`config.mk`:
```
export PLATFORM = sky130hd
export DESIGN_NAME = branch_ctrl
export DESIGN_NICKNAME = d
export VERILOG_FILES = /design/src/rtl/rv32i_pkg.sv /design/src/rtl/br_perf_ctr.sv /design/src/rtl/branch_ctrl.sv
export SDC_FILE = /design/constraint.sdc
export NUM_CORES = 1
export LEC_CHECK = 0
export CAP_MARGIN = 20
export CORE_AREA = 3 3 142 144
export DETAILED_ROUTE_END_ITERATION = 7
export DIE_AREA = 0 0 145 147
export SYNTH_ARGS = -nofsm -noshare
export SYNTH_HDL_FRONTEND = slang
export SYNTH_SLANG_ARGS = --single-unit
```
`constraint.sdc`:
```
create_clock -name clk -period 7.06 [get_ports clk]
set_input_delay 1.059 -clock clk [delete_from_list [all_inputs] [get_ports clk]]
set_output_delay 1.059 -clock clk [all_outputs]
set_load 0.005 [all_outputs]
```
`src/rtl/rv32i_pkg.sv`:
```
// Shared RV32I definitions: conditional-branch funct3 encodings and the
// branch-condition evaluation used by the branch controller.
package rv32i_pkg;

    typedef enum logic [2:0] {
        BEQ  = 3'b000,
        BNE  = 3'b001,
        BLT  = 3'b100,
        BGE  = 3'b101,
        BLTU = 3'b110,
        BGEU = 3'b111
    } branch_f3_e;

    typedef struct packed {
        logic taken;
        logic illegal;
    } branch_eval_t;

    // Signed/unsigned variants share Lt; the comparator mode is chosen via BrUn.
    function automatic branch_eval_t evalBranch(
        input logic [2:0] f3,
        input logic       eq,
        input logic       lt
    );
        branch_eval_t result;
        result = '0;
        case (f3)
            BEQ:     result.taken = eq;
            BNE:     result.taken = !eq;
            BLT:     result.taken = lt;
            BGE:     result.taken = !lt;
            BLTU:    result.taken = lt;
            BGEU:    result.taken = !lt;
            default: result.illegal = 1'b1;
        endcase
        return result;
    endfunction

endpackage

```
`src/rtl/br_perf_ctr.sv`:
```
// Branch performance counters: accepted branches and taken, aligned redirects.
// Both wrap at 32 bits and clear synchronously.
module br_perf_ctr (
    input  logic        clk_i,
    input  logic        rst_i,
    input  logic        branchInc_i,
    input  logic        takenInc_i,
    output logic [31:0] branchCnt_o,
    output logic [31:0] takenCnt_o
);

    logic [31:0] branchCnt_q;
    logic [31:0] branchCnt_d;
    logic [31:0] takenCnt_q;
    logic [31:0] takenCnt_d;

    assign branchCnt_d = branchCnt_q + {31'd0, branchInc_i};
    assign takenCnt_d  = takenCnt_q + {31'd0, takenInc_i};

    always_ff @(posedge clk_i) begin
        if (rst_i) begin
            branchCnt_q <= 32'd0;
            takenCnt_q  <= 32'd0;
        end else begin
            branchCnt_q <= branchCnt_d;
            takenCnt_q  <= takenCnt_d;
        end
    end

    assign branchCnt_o = branchCnt_q;
    assign takenCnt_o  = takenCnt_q;

endmodule

```
`src/rtl/branch_ctrl.sv`:
```
// Conditional-branch controller: accepts one branch at a time, resolves it a
// cycle later into a redirect, a misalignment or an illegal-funct3 pulse.
module branch_ctrl
    import rv32i_pkg::*;
#(
    parameter int FLUSH_CYCLES = 2
) (
    input  logic        clk,
    input  logic        rst,
    input  logic        br_valid,
    output logic        br_ready,
    input  logic [2:0]  funct3,
    input  logic [31:0] pc,
    input  logic [31:0] imm,
    output logic        BrUn,
    input  logic        Eq,
    input  logic        Lt,
    output logic        redirect_valid,
    output logic [31:0] redirect_pc,
    output logic        flush,
    output logic        misalign,
    output logic        illegal,
    output logic [31:0] branch_cnt,
    output logic [31:0] taken_cnt
);

    typedef enum logic [1:0] {
        IDLE,
        RESOLVE,
        FLUSH
    } state_e;

    state_e       state_q;
    logic         taken_q;
    logic [2:0]   flushCnt_q;
    logic [31:0]  redirectPc_q;
    logic         redirectValid_q;
    logic         flush_q;
    logic         misalign_q;
    logic         illegal_q;

    logic         accept;
    logic [31:0]  target;
    logic         targetAligned;
    branch_eval_t evalNow;
    logic         takenInc;

    assign br_ready      = (state_q == IDLE);
    assign BrUn          = (state_q == IDLE) && !rst && funct3[1];
    assign accept        = br_valid && br_ready;
    assign target        = pc + imm;
    assign targetAligned = (target[1:0] == 2'b00);
    assign evalNow       = evalBranch(funct3, Eq, Lt);
    assign takenInc      = (state_q == RESOLVE) && taken_q && (redirectPc_q[1:0] == 2'b00);

    // Resolution outputs are decided at the accept edge so they appear
    // registered during RESOLVE, exactly one cycle after the accept.
    always_ff @(posedge clk) begin
        if (rst) begin
            state_q         <= IDLE;
            taken_q         <= 1'b0;
            flushCnt_q      <= 3'd0;
            redirectPc_q    <= 32'd0;
            redirectValid_q <= 1'b0;
            flush_q         <= 1'b0;
            misalign_q      <= 1'b0;
            illegal_q       <= 1'b0;
        end else begin
            redirectValid_q <= 1'b0;
            misalign_q      <= 1'b0;
            illegal_q       <= 1'b0;
            case (state_q)
                IDLE: begin
                    if (accept) begin
                        state_q         <= RESOLVE;
                        redirectPc_q    <= target;
                        taken_q         <= evalNow.taken;
                        redirectValid_q <= evalNow.taken && targetAligned;
                        flush_q         <= evalNow.taken && targetAligned;
                        misalign_q      <= evalNow.taken && !targetAligned;
                        illegal_q       <= evalNow.illegal;
                    end else begin
                        flush_q <= 1'b0;
                    end
                end
                RESOLVE: begin
                    if (takenInc) begin
                        state_q    <= FLUSH;
                        flushCnt_q <= 3'(FLUSH_CYCLES);
                        flush_q    <= 1'b1;
                    end else begin
                        state_q <= IDLE;
                        flush_q <= 1'b0;
                    end
                end
                FLUSH: begin
                    if (flushCnt_q <= 3'd1) begin
                        state_q    <= IDLE;
                        flushCnt_q <= 3'd0;
                        flush_q    <= 1'b0;
                    end else begin
                        flushCnt_q <= flushCnt_q - 3'd1;
                    end
                end
                default: begin
                    state_q <= IDLE;
                    flush_q <= 1'b0;
                end
            endcase
        end
    end

    assign redirect_valid = redirectValid_q;
    assign redirect_pc    = redirectPc_q;
    assign flush          = flush_q;
    assign misalign       = misalign_q;
    assign illegal        = illegal_q;

    br_perf_ctr uPerf (
        .clk_i       (clk),
        .rst_i       (rst),
        .branchInc_i (accept),
        .takenInc_i  (takenInc),
        .branchCnt_o (branch_cnt),
        .takenCnt_o  (taken_cnt)
    );

endmodule
```
==> results of run 1 <==
==> worst max-delay path by stage <==
stage / end / startpoint / slack, ps / cells past startpoint
finish: uPerf.branchCnt_o[30] / br_valid / 2980 / 11
global route: uPerf.branchCnt_o[30] / br_valid / 2550 / 11
CTS: uPerf.branchCnt_o[30] / br_valid / 2960 / 11
detailed placement: uPerf.branchCnt_o[30] / br_valid / 2600 / 11
global placement: uPerf.branchCnt_o[30] / br_valid / 2650 / 11
floorplan: uPerf.branchCnt_o[30] / br_valid / 3920 / 11
==> through the flow <==
step	cell area [sq um]	hold WS (ps)	cells	worst slack [ps]
after global routing	8277	478.3	1177	2554
after global placement	7965	437.8	1161	2647
final	8277	448.7	1177	2980
after CTS	8277	452.9	1177	2961
after floorplan	6027	432.3	755	3922
after detailed placement	7965	443.6	1161	2600
==> flip-flops by register name, indices dropped and copies added (netlist names) <==
| name | count |
|---|---|
| flush | 1 |
| flushCnt_q | 3 |
| illegal | 1 |
| misalign | 1 |
| redirect_pc | 32 |
| redirect_valid | 1 |
| state_q | 2 |
| taken_q | 1 |
| uPerf.branchCnt_o | 32 |
| uPerf.takenCnt_o | 32 |
==> critical path, cell delays in order <==
cell	delay [ps]
clkdlybuf4s50_1	470
nand2_1	350
inv_1	630
ha_1	310
ha_1	190
nand3_1	110
nor2_1	170
nor2b_1	340
nand4_1	220
or3_1	350
a21oi_1	140
==> area by class of cell <==
class	instances	area (sq um)	area share (%)
Clock buffer	9	225.2	2.721
Clock inverter	7	86.33	1.043
Inverter	14	52.55	0.6349
Multi-Input combinational cell	606	3724	44.99
Sequential cell	106	2122	25.64
Tap cell	260	325.3	3.930
Timing Repair Buffer	175	1742	21.04
==> where the power goes <==
| group | total (W) | internal (W) | switching (W) |
|---|---|---|---|
| sequential | 0.000635 | 0.000621 | 0.0000144 |
| clock | 0.000529 | 0.000283 | 0.000247 |
| combinational | 0.000322 | 0.000158 | 0.000164 |
==> logic make-up after synthesis <==
| kind of cell | count (synthesis) |
|---|---|
| xor+xnor | 74 |
| mux | 2 |
| compound gates | 169 |
| flops | 106 |
| fa+ha+maj | 38 |
| buf+inv | 43 |
| simple gates | 323 |
==> layer usage <==
| layer | track usage (%) | up-vias |
|---|---|---|
| li1 | - | 2977 |
| met1 | 20.18 | 2668 |
| met2 | 25.21 | 187 |
| met3 | 2.498 | 27 |
| met4 | 6.128 | 0 |
| met5 | 0 | - |
==> Yosys cell counts (3+ instances only) <==
cell type and count:
and3_1 15, inv_1 13, dfxtp_1 106, and2_1 5
a211oi_1 7, a21oi_1 64, nand3_1 37, o21a_1 5
nand2b_1 3, xor2_1 42, clkbuf_1 19, nand2_1 82
ha_1 37, nor4_1 6, a21o_1 6, nor2_1 103
or3_1 13, a211o_1 3, nor2b_1 11, nand4_1 16
o22ai_1 4, o21ai_0 42, nor3b_1 3, a21boi_0 4
o211ai_1 3, nor3_1 14, xnor2_1 32, buf_2 5
and4_1 6, o21ai_1 5
==> flow_summary.yaml, run 1 <==
run_status:
  status: "finished, final reports clean"
sta:
  final-hold-violation-count: 0
  finalSetupViolations: 0
  fmax_ghz: 0.2451
  period_share_pct: 57.79
  tns_ps: 0
  worst_pin_slew_ps: 937.3
  rsz0062_at_grt: "false"
  fin_worst_skew_ps: 9.037
  post-route-min-period_ps: 4080
  max_slew_margin_pct: 37.52
  drv_slew: 0
cts:
  ctsRootBufferMaster: "clkbuf_16"
  cts_max_level: 3
  clk_latency_ps: 350
  cts_buffer_depth: 2
  clkTransAtPathRegs_ps: 80
  numCtsBuffers: 9
  postCtsSetupBuffers: 0
  cts_hold_buf: 0
  cts_tree: "yes"
  ctsResizeCount: 0
  cts_sinks: 106
layout:
  fillerInstances: 1882
  fin_nets: 1022
  final_layout_size_suffix_gt1_share_pct: 3.162
  mostFrequentLayoutCell: "clkdlybuf4s50_1"
  antenna_cells: 0
  final_cell_mix: "clkdlybuf4s50_1, dfxtp_1, nor2_1"
  post-route-util_pct: 43.95
  syn2layout_area_growth_pct: 37.33
floorplanning:
  design.die.area_sq_um: 21320
  coreArea_sq_um: 18830
  std_cell_rows: 50
  initial_core_util_pct: 32.01
  die-height_um: 147
  fp.dieW_um: 145
  io_pins: 174
worst_setup_path:
  r2r_start: "state_q[1]"
  worstPathRequired_ps: 7330
  r2r_slack_ps: 3550
  crit_fanout: 21
  reg2reg_depth: 11
  path_class: "input port to flip-flop"
  reg2reg_to: "uPerf.branchCnt_o[30]"
  critPathLaunchType: "input port"
  arrival_ps: 4350
  cp-end-kind: "flip-flop"
global_route:
  overflow: 0
  antenna_found_initial: 0
  grt_max_degree: 89
  grt_pass1_wl_mm: 27.37
  grt_pass1_vias: 5432
  grtUsageTotal_pct: 15.32
logic_synthesis:
  synth_top_family_by_area: "simple AND/OR/NAND/NOR gates"
  syn_nets: 865
  async_flop_share_pct: 0
  netlist.area_leader.share_pct: 35.21
  netlist_area_sq_um: 6027
  synthSimpleGateAreaFrac_pct: 25.49
  synth.mux.area_fraction_pct: 0.3322
  synth_top_cell_by_area: "dfxtp_1"
  netlist-cell-type-count: 62
  yosysSeqAreaShare_pct: 35.21
  ys.flop_type: "dfxtp_1"
  synth_compound_area_share_pct: 17.19
  synthCells: 755
  synth_edf_count: 0
  synth-xor-area-share_pct: 10.75
  synthAdderAreaFrac_pct: 8.013
  syn_area_per_cell_sq_um: 7.983
  ys_seq_elements: 106
  synth_area_leaders: "dfxtp_1, ha_1, nor2_1"
  yosysWarnings: 0
placement:
  hpwl_mm: 12.98
  globalplace.congestion: 0.8903
  io_buffers: 173
drt:
  vias: 5859
  drtPass1Iterations: 6
  wirelength_mm: 16.86
  dr_wl_met3_um: 882
  drt-met1-wl_mm: 7.770
  wl_per_cell_um: 14.32
  drcViolationCount: 0
  drt_first_iter_violations: 275
  antenna_left: 0
  wl_met2_mm: 7.763
  post_drt_via_cell_ratio: 4.978
  top_layer_used: "met4"
worst_hold_path:
  min_path_type: "flip-flop to flip-flop"
  whs_path_depth: 2
  hp-start: "redirect_pc[11]"
  whs_endpoint: "redirect_pc[11]"
power:
  power.density_nw_per_um2: 179.6
  power.total_w: 0.001486
  irDropWorstVdd_v: 0.00008942
  p_leak_nw: 3.024
flow_run:
  drv_cap: 0
(Power assumes the default switching activity.)
==> inputs of run 2 (changes only) <==
==> constraint.sdc (replaced) <==
create_clock -name clk -period 4.2 [get_ports clk]
set_input_delay 0.63 -clock clk [delete_from_list [all_inputs] [get_ports clk]]
set_output_delay 0.63 -clock clk [all_outputs]
set_load 0.005 [all_outputs]
==> flow_summary.yaml, run 2 (synthesis results as in run 1) <==
run_status:
  status: "finished, final reports clean"
sta:
  worst_pin_slew_ps: 923.5
  drv_slew: 0
  fmax_ghz: 0.3408
  tns_ps: 0
  period_share_pct: 69.86
  finalSetupViolations: 0
  max_slew_margin_pct: 38.44
  final-hold-violation-count: 0
  fin_worst_skew_ps: 9.123
  rsz0062_at_grt: "false"
  post-route-min-period_ps: 2934
floorplanning:
  coreArea_sq_um: 18830
  fp.dieW_um: 145
  design.die.area_sq_um: 21320
  std_cell_rows: 50
  initial_core_util_pct: 32.01
  die-height_um: 147
  io_pins: 174
power:
  p_int_w: 0.001734
  power.total_w: 0.002422
  power_frac_comb_pct: 22.5
  clkPwrFrac_pct: 33.4
  p_sw_share_pct: 28.40
  p_leak_nw: 3.014
  p_switching_w: 0.0006878
  irDropWorstVdd_v: 0.0001308
  seq_power_share_pct: 44.1
  power.density_nw_per_um2: 292.9
layout:
  fillerInstances: 1881
  final_layout_size_suffix_gt1_share_pct: 3.370
  fin_nets: 1025
  final_cell_count_no_fill: 1180
  mostFrequentLayoutCell: "clkdlybuf4s50_1"
  final_cell_mix: "clkdlybuf4s50_1, dfxtp_1, nor2_1"
  syn2layout_area_growth_pct: 37.20
  antenna_cells: 0
worst_setup_path:
  cp_slowest_stage_delay_ps: 420
  path_class: "input port to flip-flop"
  reg2reg_to: "uPerf.branchCnt_o[24]"
  critPathLaunchType: "input port"
  crit_path_top_delay_cell: "clkdlybuf4s50_1"
  crit_start: "imm[0]"
  r2r_start: "state_q[1]"
  crit_fanout: 6
  cp-end-kind: "flip-flop"
  r2r_slack_ps: 1520
  reg2reg_depth: 13
  crit_path_frequent_cell: "a21oi_1"
  arrival_ps: 3170
  cp-endpoint: "redirect_pc[22]"
  critical_path.cell_chain: "clkdlybuf4s50_1 -> ha_1 -> fa_1 -> a21oi_1 -> nand4b_1 -> a21oi_1 -> o21ai_2 -> nor3_1 -> or3_1 -> a32o_1"
  worstPathRequired_ps: 4440
global_route:
  antenna_found_initial: 0
  grtUsageTotal_pct: 15.50
  grt_max_degree: 89
  grt_pass1_vias: 5420
  overflow: 0
  grt_pass1_wl_mm: 27.71
cts:
  clk_latency_ps: 350
  cts_sinks: 106
  postCtsSetupBuffers: 0
  cts_max_level: 3
  cts_tree: "yes"
  clkTransAtPathRegs_ps: 70
  ctsResizeCount: 0
  ctsRootBufferMaster: "clkbuf_16"
  cts_buffer_depth: 2
  numCtsBuffers: 9
  cts_hold_buf: 0
drt:
  wl_per_cell_um: 14.28
  drtPass1Iterations: 4
  drt_first_iter_violations: 266
  drcViolationCount: 0
  vias: 5785
  wirelength_mm: 16.85
  antenna_left: 0
  post_drt_via_cell_ratio: 4.903
worst_hold_path:
  min_path_type: "flip-flop to flip-flop"
placement:
  io_buffers: 173
  placed_cells: 1164
  hpwl_mm: 13.15
  globalplace.congestion: 0.9076
flow_run:
  drv_cap: 0
## run 2: metal layers
layer,share of wire (%),track usage [%],vias up
met4,2.6,6.983,0
met1,46,20.17,2598
li1,-,-,2989
met2,46,25.61,177
met5,0,0,-
met3,4.8,2.283,21
## run 2: worst min-delay path by stage
stage | from | to | slack [ps] | cells past startpoint
after floorplan | taken_q | taken_q | 430 | 2
after global placement | redirect_pc[23] | redirect_pc[23] | 440 | 2
after detailed placement | redirect_pc[20] | redirect_pc[20] | 440 | 2
after CTS | redirect_pc[30] | redirect_pc[30] | 450 | 2
after global routing | redirect_pc[13] | redirect_pc[13] | 480 | 2
final | redirect_pc[13] | redirect_pc[13] | 450 | 2
## run 2: stage by stage
| stage | setup WS, ps | hold slack, ps | cell area (sq um) | utilization (%) |
|---|---|---|---|---|
| final | 1266 | 452.7 | 8269 | 43.91 |
| after global routing | 1011 | 476.2 | 8269 | 43.91 |
| after CTS | 1275 | 454.1 | 8269 | 43.91 |
| after detailed placement | 901.5 | 443.0 | 7988 | 42.42 |
| after global placement | 976.6 | 436.2 | 7988 | 42.42 |
| after floorplan | 1491 | 432.3 | 6027 | - |
## run 2: layout make-up
class,instances,area (sq um),area share [%]
sequential,106,2122,25.66
inverter,14,52.55,0.6355
clock buffer,11,242.7,2.935
tap,260,325.3,3.934
clock inverter,5,38.79,0.4691
timing repair buffer,178,1764,21.33
multi-input combinational,606,3724,45.03
## run 2: power groups by stage
stage	Clock (W)	Combinational [W]	Sequential, W
floorplan	0	0.000308	0.00109
CTS	0.000844	0.000549	0.00107
global route	0.000882	0.000600	0.00107
detailed placement	0	0.000547	0.00109
finish	0.000809	0.000545	0.00107
global placement	0	0.000545	0.00109
## run 2: critical path, delay by kind of cell
kind / cells / cell delay, ps
AOI/OAI and AO/OA: 4 / 870
adders and majority gates: 2 / 640
buffers and inverters: 1 / 420
and+or+nand+nor: 3 / 610
==> inputs of run 3 (changes only) <==
==> constraint.sdc (replaced) <==
create_clock -name clk -period 2.7 [get_ports clk]
set_input_delay 0.405 -clock clk [delete_from_list [all_inputs] [get_ports clk]]
set_output_delay 0.405 -clock clk [all_outputs]
set_load 0.005 [all_outputs]
==> flow_summary.yaml, run 3 (synthesis results as in run 1) <==
run_status:
  status: "finished, final reports clean"
drt:
  wirelength_mm: 17.49
  drcViolationCount: 0
  post_drt_via_cell_ratio: 4.854
  vias: 6116
  wl_per_cell_um: 13.88
  drt_first_iter_violations: 323
  antenna_left: 0
  drtPass1Iterations: 5
floorplanning:
  std_cell_rows: 50
  io_pins: 174
  design.die.area_sq_um: 21320
  coreArea_sq_um: 18830
  die-height_um: 147
  initial_core_util_pct: 32.01
  fp.dieW_um: 145
worst_setup_path:
  reg2reg_depth: 9
  crit_fanout: 3
  cp-end-kind: "flip-flop"
  path_class: "input port to flip-flop"
  critPathLaunchType: "input port"
  worstPathRequired_ps: 2940
  arrival_ps: 2760
global_route:
  grt_pass1_wl_mm: 28.11
  antenna_found_initial: 0
  grtUsageTotal_pct: 15.85
  grt_pass1_vias: 5556
  overflow: 0
  grt_max_degree: 88
placement:
  globalplace.congestion: 0.8768
  hpwl_mm: 13.78
  placed_cells: 1244
  io_buffers: 173
worst_hold_path:
  min_path_type: "flip-flop to flip-flop"
  whs_path_depth: 2
cts:
  cts_tree: "yes"
  cts_hold_buf: 0
  clk_latency_ps: 350
  cts_buffer_depth: 2
  postCtsSetupBuffers: 0
  cts_max_level: 3
  cts_sinks: 106
  numCtsBuffers: 9
  ctsRootBufferMaster: "clkbuf_16"
  clkTransAtPathRegs_ps: 80
sta:
  rsz0062_at_grt: "false"
  finalSetupViolations: 0
  tns_ps: 0
  max_slew_margin_pct: 38.42
  fmax_ghz: 0.3976
  final-hold-violation-count: 0
  worst_pin_slew_ps: 923.7
  period_share_pct: 93.15
  drv_slew: 0
  fin_worst_skew_ps: 11.56
  post-route-min-period_ps: 2515
power:
  power.density_nw_per_um2: 443.0
  p_leak_nw: 3.410
  irDropWorstVdd_v: 0.0002077
layout:
  post-route-util_pct: 47.16
  fin_nets: 1105
  regArea_sq_um: 2122
  mostFrequentLayoutCell: "clkdlybuf4s50_1"
  antenna_cells: 0
  fillerInstances: 1894
  final_cell_mix: "clkdlybuf4s50_1, dfxtp_1, nor2_1"
  multiInputGateArea_sq_um: 3726
  final_layout_size_suffix_gt1_share_pct: 11.20
  final_cell_count_no_fill: 1260
  syn2layout_area_growth_pct: 47.35
flow_run:
  drv_cap: 0
## run 3: cell types whose count changed in the layout (fill, tap and decap cells not counted), sizes merged
cell and delta:
clkbuf -1, clkinvlp -2, buf +80, clkinv +1
inv +2
## run 3: worst paths after layout
check	to	start	slack [ps]
worst max-delay path	redirect_pc[22]	pc[0]	190
worst min-delay path	redirect_pc[4]	redirect_pc[4]	450
worst max register to register	uPerf.takenCnt_o[20]	state_q[1]	320
worst min register to register	redirect_pc[4]	redirect_pc[4]	450
## run 3: routing by layer
metal | share of wire, % | up-vias | GRT usage, %
met4 | 2.4 | 0 | 5.938
met3 | 4.5 | 26 | 2.221
met5 | 0 | - | 0
met2 | 47 | 173 | 26.31
li1 | - | 3152 | -
met1 | 46 | 2765 | 21.06
## run 3: final cells by class
cell class / count / area share, %
clock inverters: 6 / 0.6903
inverters: 14 / 0.5917
flip-flops and latches: 106 / 23.89
clock buffers: 10 / 2.578
well taps: 260 / 3.663
repair buffers: 258 / 26.63
multi-input cells: 606 / 41.96
## run 3: where the power goes
part           switching [W]  internal [W]
Clock               0.000643      0.000650
Combinational       0.000456      0.000523
Sequential         0.0000392       0.00162
## run 3: what timing repair did
| action | 4_1_cts | 5_1_grt |
|---|---|---|
| hold endpoints to repair | 0 | 0 |
| resized for setup | 0 | 1 |
| setup endpoints to repair | 0 | 1 |
## run 3: worst max-delay path, stage by stage
cell and delay [ps]:
clkdlybuf4s50_1 400, ha_1 220, fa_1 400, a21oi_1 200
nand4b_1 180, a21oi_1 120, o21ai_2 190, nor3_1 80
or3_1 310, a32o_1 240
## run 3: through the flow
step | setup slack (ps) | hold slack, ps | total power, W | area, sq um
6_report | 185.1 | 452.9 | 0.003934 | 8881
5_1_grt | 13.23 | 464.9 | 0.004152 | 8881
4_1_cts | 168.8 | 455.1 | 0.003994 | 8879
3_5_place_dp | -198.7 | 445.1 | 0.002680 | 8588
3_3_place_gp | -159.5 | 437.8 | 0.002679 | 8588
2_1_floorplan | 102.8 | 432.3 | 0.002174 | 6027
